## config.mk

```make
export PLATFORM = sky130hd
export DESIGN_NAME = warp_issue_arbiter
export DESIGN_NICKNAME = d
export VERILOG_FILES = /design/src/rtl/bgpu_pkg.sv /design/src/rtl/issue_credit_counter.sv /design/src/rtl/warp_issue_arbiter.sv
export SDC_FILE = /design/constraint.sdc
export NUM_CORES = 1
export LEC_CHECK = 0
export CORE_AREA = 2 2 179 181
export CTS_CLUSTER_DIAMETER = 80
export DETAILED_ROUTE_END_ITERATION = 6
export DIE_AREA = 0 0 181 183
export MAX_ROUTING_LAYER = met4
export PLACE_DENSITY = 0.46
export SYNTH_ARGS = -nofsm -noshare
export SYNTH_HDL_FRONTEND = slang
export SYNTH_SLANG_ARGS = --single-unit
```

## constraint.sdc

```tcl
create_clock -name clk_i -period 7.2 [get_ports clk_i]
set_input_delay 1.44 -clock clk_i [delete_from_list [all_inputs] [get_ports clk_i]]
set_output_delay 1.44 -clock clk_i [all_outputs]
set_load 0.1 [all_outputs]
```

## src/rtl/bgpu_pkg.sv

```systemverilog
`default_nettype none
// ----------------------------------------------------------------------------
// bgpu_pkg: shared warp-id, issue payload and arbiter state types.
// Rev 1.0
// ----------------------------------------------------------------------------
package bgpu_pkg;

  localparam int unsigned NumWarpsDefault = 8;
  localparam int unsigned WidWidth        = $clog2(NumWarpsDefault);

  typedef logic [WidWidth-1:0] wid_t;

  typedef struct packed {
    logic [31:0] pc;
    logic [7:0]  act_mask;
    logic [7:0]  dec_inst;
  } issue_data_t;

  typedef enum logic [0:0] {
    ARB_IDLE   = 1'b0,
    ARB_LOCKED = 1'b1
  } arb_state_e;

endpackage
`default_nettype wire

```

## src/rtl/issue_credit_counter.sv

```systemverilog
`default_nettype none
// ----------------------------------------------------------------------------
// issue_credit_counter: saturating in-flight counter with underflow detect.
// Rev 1.0
// ----------------------------------------------------------------------------
module issue_credit_counter #(
  parameter int unsigned MAX_COUNT = 4,
  parameter int unsigned CNT_WIDTH = $clog2(MAX_COUNT + 1)
) (
  input  logic                 clk_i,
  input  logic                 rst_i,
  input  logic                 inc_i,
  input  logic                 dec_i,
  output logic [CNT_WIDTH-1:0] cnt_o,
  output logic                 max_o,
  output logic                 underflow_o
);

  localparam logic [CNT_WIDTH-1:0] c_max_val = CNT_WIDTH'(MAX_COUNT);
  localparam logic [CNT_WIDTH-1:0] c_one     = CNT_WIDTH'(1);

  logic [CNT_WIDTH-1:0] cnt_q, cnt_d;

  // A simultaneous issue and return cancel out and never flag underflow.
  always_comb begin
    cnt_d       = cnt_q;
    underflow_o = 1'b0;
    if (inc_i && !dec_i) begin
      if (cnt_q != c_max_val) cnt_d = cnt_q + c_one;
    end else if (dec_i && !inc_i) begin
      if (cnt_q == '0) underflow_o = 1'b1;
      else             cnt_d       = cnt_q - c_one;
    end
  end

  always_ff @(posedge clk_i) begin
    if (rst_i) cnt_q <= '0;
    else       cnt_q <= cnt_d;
  end

  assign cnt_o = cnt_q;
  assign max_o = (cnt_q == c_max_val);

endmodule
`default_nettype wire

```

## src/rtl/warp_issue_arbiter.sv

```systemverilog
`default_nettype none
// ----------------------------------------------------------------------------
// warp_issue_arbiter: round-robin warp issue arbiter with credit-limited issue.
// Optional macro BGPU_ISSUE_PERF_EN adds per-warp issue and stall counters.
// Rev 1.0
// ----------------------------------------------------------------------------
module warp_issue_arbiter import bgpu_pkg::*; #(
  parameter int unsigned NumWarps       = NumWarpsDefault,
  parameter int unsigned InstDataWidth  = $bits(issue_data_t),
  parameter int unsigned MaxOutstanding = 4,
  parameter int unsigned CntWidth       = $clog2(MaxOutstanding + 1)
) (
  input  logic                              clk_i,
  input  logic                              rst_i,
  input  logic [NumWarps-1:0]               warp_req_i,
  input  logic [NumWarps*InstDataWidth-1:0] warp_data_i,
  output logic [NumWarps-1:0]               warp_gnt_o,
  output logic                              eu_valid_o,
  input  logic                              eu_ready_i,
  output logic [$clog2(NumWarps)-1:0]       eu_warp_id_o,
  output logic [InstDataWidth-1:0]          eu_data_o,
  input  logic                              wb_valid_i,
  output logic [CntWidth-1:0]               outstanding_o,
  output logic                              err_o
`ifdef BGPU_ISSUE_PERF_EN
  ,
  output logic [NumWarps*32-1:0]            perf_issue_cnt_o,
  output logic [31:0]                       perf_stall_cnt_o
`endif
);

  localparam int unsigned            c_id_w    = $clog2(NumWarps);
  localparam logic [c_id_w-1:0]      c_last_id = c_id_w'(NumWarps - 1);
  localparam logic [c_id_w:0]        c_nwarps  = (c_id_w + 1)'(NumWarps);

  arb_state_e         state_q, state_d;
  logic [c_id_w-1:0]  ptr_q, ptr_d;
  logic [c_id_w-1:0]  lock_id_q, lock_id_d;
  logic               err_q, err_d;

  logic               w_any_req;
  logic               w_sel_found;
  logic [c_id_w:0]    w_scan;
  logic [c_id_w-1:0]  w_sel_id;
  logic [c_id_w-1:0]  w_cur_id;
  logic               w_credit_max;
  logic               w_underflow;
  logic               w_allowed;
  logic               w_locked;
  logic               w_lock_drop;
  logic               w_valid;
  logic               w_hs;

  assign w_any_req = |warp_req_i;

  // First requester at or above the pointer, wrapping at NumWarps-1.
  always_comb begin
    w_sel_found = 1'b0;
    w_sel_id    = ptr_q;
    w_scan      = '0;
    for (int i = 0; i < int'(NumWarps); i++) begin
      w_scan = {1'b0, ptr_q} + (c_id_w + 1)'(i);
      if (w_scan >= c_nwarps) w_scan = w_scan - c_nwarps;
      if (!w_sel_found && warp_req_i[w_scan[c_id_w-1:0]]) begin
        w_sel_found = 1'b1;
        w_sel_id    = w_scan[c_id_w-1:0];
      end
    end
  end

  issue_credit_counter #(
    .MAX_COUNT (MaxOutstanding),
    .CNT_WIDTH (CntWidth)
  ) u_credit (
    .clk_i       (clk_i),
    .rst_i       (rst_i),
    .inc_i       (w_hs),
    .dec_i       (wb_valid_i),
    .cnt_o       (outstanding_o),
    .max_o       (w_credit_max),
    .underflow_o (w_underflow)
  );

  assign w_allowed   = !w_credit_max;
  assign w_locked    = (state_q == ARB_LOCKED);
  assign w_lock_drop = w_locked && !warp_req_i[lock_id_q];
  assign w_cur_id    = w_locked ? lock_id_q : w_sel_id;
  assign w_valid     = !rst_i && w_allowed && (w_locked ? warp_req_i[lock_id_q] : w_any_req);
  assign w_hs        = w_valid && eu_ready_i;

  always_comb begin
    state_d    = state_q;
    lock_id_d  = lock_id_q;
    ptr_d      = ptr_q;
    err_d      = err_q | w_underflow | w_lock_drop;
    warp_gnt_o = '0;
    case (state_q)
      ARB_IDLE: begin
        if (w_valid && !eu_ready_i) begin
          state_d   = ARB_LOCKED;
          lock_id_d = w_sel_id;
        end
      end
      ARB_LOCKED: begin
        if (w_hs || w_lock_drop) state_d = ARB_IDLE;
      end
      default: state_d = ARB_IDLE;
    endcase
    if (w_hs) begin
      warp_gnt_o[w_cur_id] = 1'b1;
      ptr_d = (w_cur_id == c_last_id) ? '0 : w_cur_id + c_id_w'(1);
    end
  end

  always_ff @(posedge clk_i) begin
    if (rst_i) begin
      state_q   <= ARB_IDLE;
      ptr_q     <= '0;
      lock_id_q <= '0;
      err_q     <= 1'b0;
    end else begin
      state_q   <= state_d;
      ptr_q     <= ptr_d;
      lock_id_q <= lock_id_d;
      err_q     <= err_d;
    end
  end

  assign eu_valid_o   = w_valid;
  assign eu_warp_id_o = w_cur_id;
  assign eu_data_o    = warp_data_i[w_cur_id*InstDataWidth +: InstDataWidth];
  assign err_o        = err_q;

`ifdef BGPU_ISSUE_PERF_EN
  logic [31:0] perf_stall_q;

  for (genvar w = 0; w < int'(NumWarps); w++) begin : g_perf_issue
    logic [31:0] issue_cnt_q;
    always_ff @(posedge clk_i) begin
      if (rst_i)              issue_cnt_q <= '0;
      else if (warp_gnt_o[w]) issue_cnt_q <= issue_cnt_q + 32'd1;
    end
    assign perf_issue_cnt_o[w*32 +: 32] = issue_cnt_q;
  end

  always_ff @(posedge clk_i) begin
    if (rst_i)                        perf_stall_q <= '0;
    else if (w_any_req && !w_allowed) perf_stall_q <= perf_stall_q + 32'd1;
  end

  assign perf_stall_cnt_o = perf_stall_q;
`endif

endmodule
`default_nettype wire
```

# Word-level counts from Yosys, hierarchy flattened

Index checks and enable logic that the tools add are counted.

Register bits: 11
Input port bits: 396
Output and inout port bits: 64
Logic and storage cells: 143

Add/sub/neg operators: 18
Multipliers: 1
Magnitude comparators: 19
Equality and inequality tests: 5
Shifts and indexed selects: 1
Multiplexer cells: 57
Bitwise logic cells: 3
Reduce and logical (&&, ||, !) cells: 34

Operators with widths:

| cell                                                                         | count |
|---|---|
| 384-bit by 10-bit variable part select with 48-bit output                    | 1 |
| 3-bit 2-to-1 mux                                                             | 22 |
| 3-bit by 4-bit less-than comparator with 1-bit output, second input constant | 10 |
| 4-bit >= comparator, second input constant                                   | 7 |
| 1-bit binary-select mux with 3-bit select                                    | 9 |
| 3-bit by 1-bit subtractor with 3-bit output, second input constant           | 9 |
| 1-bit 2-to-1 mux                                                             | 23 |
| 3-bit by 3-bit adder with 4-bit output, second input constant                | 4 |
| 1-bit logical AND                                                            | 15 |
| 1-bit logical NOT                                                            | 13 |
| 3-bit by 2-bit adder with 4-bit output, second input constant                | 2 |
| 8-bit 2-to-1 mux                                                             | 1 |
| 8-bit OR reduction                                                           | 1 |
| 3-bit by 1-bit adder with 3-bit output, second input constant                | 2 |
| 3-bit == test, second input constant                                         | 2 |
| 3-bit by 2-bit multiplier with 5-bit output, second input constant           | 1 |
| 3-bit by 1-bit adder with 4-bit output, second input constant                | 1 |
| 3-bit by 4-bit >= comparator with 1-bit output, second input constant        | 1 |
| 1-bit demux with 3-bit select                                                | 1 |
| 3-bit by 1-bit >= comparator with 1-bit output, second input constant        | 1 |
| 3-bit logical NOT                                                            | 1 |
| 3-bit inequality test, second input constant                                 | 1 |
| 3-bit AND reduction                                                          | 1 |
| 2-bit by 1-bit inequality test with 1-bit output, second input constant      | 1 |
| 7 further kinds                                                              | 8 |

# Depth between registers and ports, before layout

Gate-level depths: netlist of the first run.

Depth in word-level cells: 32
Mapped depth: 17
Gate-level depth less buffers: 12

# By module

A second synthesis of the first run with hierarchy kept.

Cell total of the unflattened synthesis: 750
Area, all modules: 5515.3 sq um

Modules (own cells, without submodules):

| module               | times used | cells each | area an instance (sq um) | sequential area each (sq um) |
|---|---|---|---|---|
| warp_issue_arbiter   | 1          | 716        | 5246.3                   | 160.2 |
| issue_credit_counter | 1          | 34         | 269.0                    | 60.1 |

# Worst setup path after synthesis of the first run

Ideal clock, no wire load.

Path type: reg-to-output
Start point: register ptr_q[1]
End point: output warp_gnt_o[1]
Data arrival time: 6.524 ns
Required time: 5.760 ns
Path slack: -0.764 ns
Cell stages (with the launch flop): 15
Path buffers: 3
Cells stage by stage: dfxtp_1 clkbuf_1 clkbuf_1 inv_1 ha_1 buf_6 mux2_2 mux4_2 o32a_4 or4_4 and4_4 or3_4 clkinv_2 nand3_1 nor3_1

Longest elaborated chain between the ends: 32
Elaborated cells on any way between the ends: 83
Those cells by class: add/sub (15); order compare (10); mux (43); reduce/logical (15)

Ends and longest elaborated chain:

| element                                                                                                                                       | line                      | source |
|---|---|---|
| from (decl)                                                                                                                                   | warp_issue_arbiter.sv:37  | `logic [c_id_w-1:0] ptr_q, ptr_d;` |
| from (signal assigned)                                                                                                                        | warp_issue_arbiter.sv:123 | `ptr_q <= ptr_d;` |
| branches (longest 25 deep; another with 3-bit by 1-bit adder with 4-bit output)                                                               | --                        |  |
| 3-bit 2-to-1 mux (*)                                                                                                                          | warp_issue_arbiter.sv:64  | `if (!w_sel_found && warp_req_i[w_scan[c_id_w-1:0]]) begin` |
| 3-bit 2-to-1 mux (*)                                                                                                                          | warp_issue_arbiter.sv:87  | `assign w_cur_id = w_locked ? lock_id_q : w_sel_id;` |
| net eu_warp_id_o[0]                                                                                                                           | warp_issue_arbiter.sv:20  | `output logic [$clog2(NumWarps)-1:0] eu_warp_id_o,` |
| 3-bit by 4-bit less-than comparator with 1-bit output (not written as such) or 3-bit by 1-bit >= comparator with 1-bit output (tied branches) | warp_issue_arbiter.sv:110 | `warp_gnt_o[w_cur_id] = 1'b1;` |
| 1-bit logical AND (not written as such)                                                                                                       | warp_issue_arbiter.sv:110 |  |
| 1-bit 2-to-1 mux (not written as such)                                                                                                        | warp_issue_arbiter.sv:110 |  |
| 1-bit demux with 3-bit select (*)                                                                                                             | warp_issue_arbiter.sv:110 |  |
| 8-bit 2-to-1 mux (*)                                                                                                                          | warp_issue_arbiter.sv:109 | `if (w_hs) begin` |
| to (decl)                                                                                                                                     | warp_issue_arbiter.sv:17  | `output logic [NumWarps-1:0] warp_gnt_o,` |

Mark *: on every way through the listed nets, which the timed path passes. The select of a mux whose other input is x is not followed.

# Final worst setup path of the first run

Start point: input warp_req_i[7]
End point: output eu_data_o[21]

Longest elaborated chain between the ends: 27
Elaborated cells on any way between the ends: 48
Those cells by class: mul (1); shift (1); mux (32); reduce/logical (14)

Ends and longest elaborated chain:

| element                                                       | line                      | source |
|---|---|---|
| from (decl)                                                   | warp_issue_arbiter.sv:15  | `input logic [NumWarps-1:0] warp_req_i,` |
| 1-bit binary-select mux with 3-bit select                     | warp_issue_arbiter.sv:64  |  |
| 1-bit 2-to-1 mux (not written as such)                        | warp_issue_arbiter.sv:64  |  |
| 1-bit 2-to-1 mux                                              | warp_issue_arbiter.sv:64  |  |
| 1-bit logical NOT                                             | warp_issue_arbiter.sv:64  |  |
| 1-bit logical AND                                             | warp_issue_arbiter.sv:64  |  |
| 1-bit 2-to-1 mux                                              | warp_issue_arbiter.sv:64  |  |
| 1-bit logical NOT                                             | warp_issue_arbiter.sv:64  |  |
| 1-bit logical AND                                             | warp_issue_arbiter.sv:64  |  |
| (+11 left out)                                                | --                        |  |
| 1-bit logical AND                                             | warp_issue_arbiter.sv:64  |  |
| 1-bit 2-to-1 mux                                              | warp_issue_arbiter.sv:64  |  |
| 1-bit logical NOT                                             | warp_issue_arbiter.sv:64  |  |
| 1-bit logical AND                                             | warp_issue_arbiter.sv:64  |  |
| 3-bit 2-to-1 mux (*)                                          | warp_issue_arbiter.sv:64  |  |
| 3-bit 2-to-1 mux (*)                                          | warp_issue_arbiter.sv:87  |  |
| 3-bit by 2-bit multiplier with 5-bit output (*)               | warp_issue_arbiter.sv:131 | `assign eu_data_o = warp_data_i[w_cur_id*InstDataWidth +: InstDataWidth];` |
| 384-bit by 10-bit variable part select with 48-bit output (*) | warp_issue_arbiter.sv:131 |  |
| to (decl)                                                     | warp_issue_arbiter.sv:21  | `output logic [InstDataWidth-1:0] eu_data_o,` |

Mark *: on every way between the ends. The rest lies on a longest branch, timed or not. The select of a mux whose other input is x is not followed.

==> summary.md, run 1 <==
| Metric | Value |
|---|---|
| Clk slew on worst S/H paths | 40 ps |
| Yosys cell types | 60 |
| Crit path DAT | 5590 ps |
| DRC viols | 0 |
| Nets | 1420 |
| Share of layout cells above drive strength 1 | 18.3% |
| Hold/Removal Path Class | flip-flop to flip-flop |
| #FFs+latches synth | 11 |
| Post-Synthesis Cells | 576 |
| Vias in the first global route | about 6.5k |
| GRT overflow | 0 |
| DR vias | 6503 |
| Synth Flop Type | dfxtp_1 |
| Port-buffer cells | 459 |
| Seq/Total Area, Yosys | 4.52% |
| Slew HR | 33.3% |
| Die H | 183 µm |
| Util after Layout | 34.8% |
| Post-synth EDFFs | 0 |
| Post-Syn Area | a little under 5000 µm² |
| Required time of the critical path | 5760 ps |
| Post-synthesis adder-cell area fraction | less than 1% |
| Ports | 460 |
| Simple-gate portion of the synthesized area | about an eighth |
| Area growth syn-to-layout | 123% |
| Worst Clk Skew | 2.19 ps |
| Most frequent cells in the layout | 400 x clkdlybuf4s50_1, 198 x mux2i_1, 96 x a22o_1, 65 x buf_12, 48 x nor2_2 |
| DPL Wire Length | between 20000 and 30000 µm |
| Final Critical Period | 7030 ps |
| CTS tree | done |
| First-pass DRT Iterations | 5 |
| Maximum clock insertion buffer count | 2 |
| H-tree Lvls | 1 |
| Period utilization | 97.6% |
| Core Area | 31200 µm² |
| YS warnings | 0 |
| Initial core utilization | between 10% and 20% |
| Root buffer cell | clkbuf_16 |
| RSZ-0062 raised after global routing | no |
| Total Neg Setup Slack | 0 ps |
| Most common cell after layout, fill and taps aside | clkdlybuf4s50_1 |
| Worst-Skew Late Latency | 240 ps |
| Detail-routed via count per cell | 4.54 |
| Ys async rst share | 0% |
| Critical path class | input port to output pin |
| Syn Nets | 975 |
| Type of origin of the critical path | input port |
| Max frequency | 142 MHz |
| Max_cap viols | 0 |
| First-pass GRT wire length | 45600 µm |
| Final setup vio count | 0 |
| Worst-path maximum fanout | 31 |
| Die area | between 30000 and 40000 µm² |
| Std cell rows | 65 |
| Largest net degree at the start of global routing | 38 |
| Mux cell area share after synthesis | 49.5% |
| Antenna Violating Nets Remaining | 0 |
| GRT Util Overall | a little under a fifth |
| Post-Synth XOR/XNOR Area | 1.26% |
| Drt total wl | 33300 µm |
| Status | completed |
| TritonCTS Buffers | 3 |
| Die W | 181 µm |
| Slew @ Worst Pin | 997 ps |
| DRT iter0 DRCs | 264 |
| Compound-Gate Fraction of Synth Area | 24.7% |
| Antenna violations before repair | 12 |
| Setup crit end kind | output pin |
| Hold Vio Cnt, Final | 0 |
| Avg WL per Cell | roughly 23 µm |
| Sink Count | 11 |
| Mean Syn Cell Area | 8.45 µm² |
| Largest family of logic cells by synthesized area | multiplexers |
| Fin. max-slew vios | 0 |
| Final GP Congestion | between 0.8 and 0.9 |
## synth_stat cells (all sizes together), types with 4 or more instances
| library cell | instances | area [µm²] |
|---|---|---|
| buf | 38 | 241 |
| a22o | 96 | 841 |
| mux2i | 198 | 1980 |
| or3 | 4 | 30.0 |
| xnor2 | 6 | 52.6 |
| nand2 | 15 | 56.3 |
| nor2 | 72 | 270 |
| clkbuf | 16 | 60.1 |
| mux4 | 14 | 315 |
| and2 | 4 | 25.0 |
| a211oi | 5 | 42.5 |
| dfxtp | 11 | 220 |
| o21ai | 4 | 20.0 |
| a21oi | 14 | 77.6 |
| nor3 | 13 | 81.3 |
| mux2 | 10 | 113 |
| inv | 7 | 26.3 |
| a221oi | 4 | 35.0 |
## layer usage
metal / track usage (%) / wire [µm] / vias up
li1: - / - / 3155
met1: 23.5 / 14300 / 3058
met2: 31.5 / 15900 / 270
met3: 5.68 / 2740 / 20
met4: 2.11 / 344 / 0
met5: - / 0 / -
## worst paths after layout
| kind | startpoint | end | slack [ps] | cells past startpoint |
|---|---|---|---|---|
| min reg2reg | err_o | err_o | 480 | 2 |
| min | err_o | err_o | 480 | 2 |
| max reg2reg | ptr_q[0] | ptr_q[1] | 2790 | 13 |
| max | warp_req_i[7] | eu_data_o[21] | 170 | 14 |
## cell type report
type	instances	area (µm²)
inverter	8	35.0
clock buffer	4	78.8
tap	402	503
antenna	10	25.0
multi-input combinational	504	4500
fill	3168	20400
sequential	11	220
timing repair buffer	493	5520
## kinds of logic (layout without fill, tap and decap cells)
logic type,Yosys count,count (layout)
mux,222,222
compound gates,144,145
flops,11,11
fa+ha+maj,3,3
buf+inv,62,505
xor+xnor,7,7
other cells,0,10
simple gates,127,127
## metrics by stage
stage | hold slack (ps) | cell area, µm² | std cells | worst slack, ps
global placement | 459 | 10700 | 1414 | 191
finish | 481 | 10900 | 1432 | 172
global route | 525 | 10900 | 1432 | 52.6
CTS | 484 | 10800 | 1418 | 138
floorplan | 514 | 5010 | 576 | 33.5
detailed placement | 474 | 10700 | 1414 | 139
## state kept, by name (all words and copies together) (netlist names)
signal	count
lock_id_q	3
ptr_q	3
u_credit.cnt_o	3
err_o	1
state_q	1
## critical path: stages
cell             delay, ps
clkdlybuf4s50_1        560
mux2_2                 350
mux4_2                 530
o32a_4                 340
buf_4                  160
nor3_1                 330
a221oi_1               220
a21boi_4               270
buf_12                 240
buf_12                 260
mux2i_1                410
a22o_1                 210
nor2_2                  60
buf_12                 160
## timing repair
item	in CTS	in global routing
endpoints found under the setup margin	0	30
buffers inserted	0	3
resized for setup	0	0
hold buffers	0	0
Power of run 1 is left out: the tool's default activity adds up to more than one toggle a clock period on the data nets, which glitch-free logic cannot reach.
==> inputs of run 2 (changes only) <==
--- a/config.mk
+++ b/config.mk
@@ -5,12 +5,14 @@
 export SDC_FILE = /design/constraint.sdc
 export NUM_CORES = 1
 export LEC_CHECK = 0
+export ABC_CLOCK_PERIOD_IN_PS = 7200
 export CORE_AREA = 2 2 179 181
 export CTS_CLUSTER_DIAMETER = 80
 export DETAILED_ROUTE_END_ITERATION = 6
 export DIE_AREA = 0 0 181 183
 export MAX_ROUTING_LAYER = met4
 export PLACE_DENSITY = 0.46
+export SKIP_LAST_GASP = 1
 export SYNTH_ARGS = -nofsm -noshare
 export SYNTH_HDL_FRONTEND = slang
 export SYNTH_SLANG_ARGS = --single-unit
==> results of run 2 <==
The final DEF is identical to that of run 1; final timing and power are the same.
Power of run 2 is left out for the same reason.
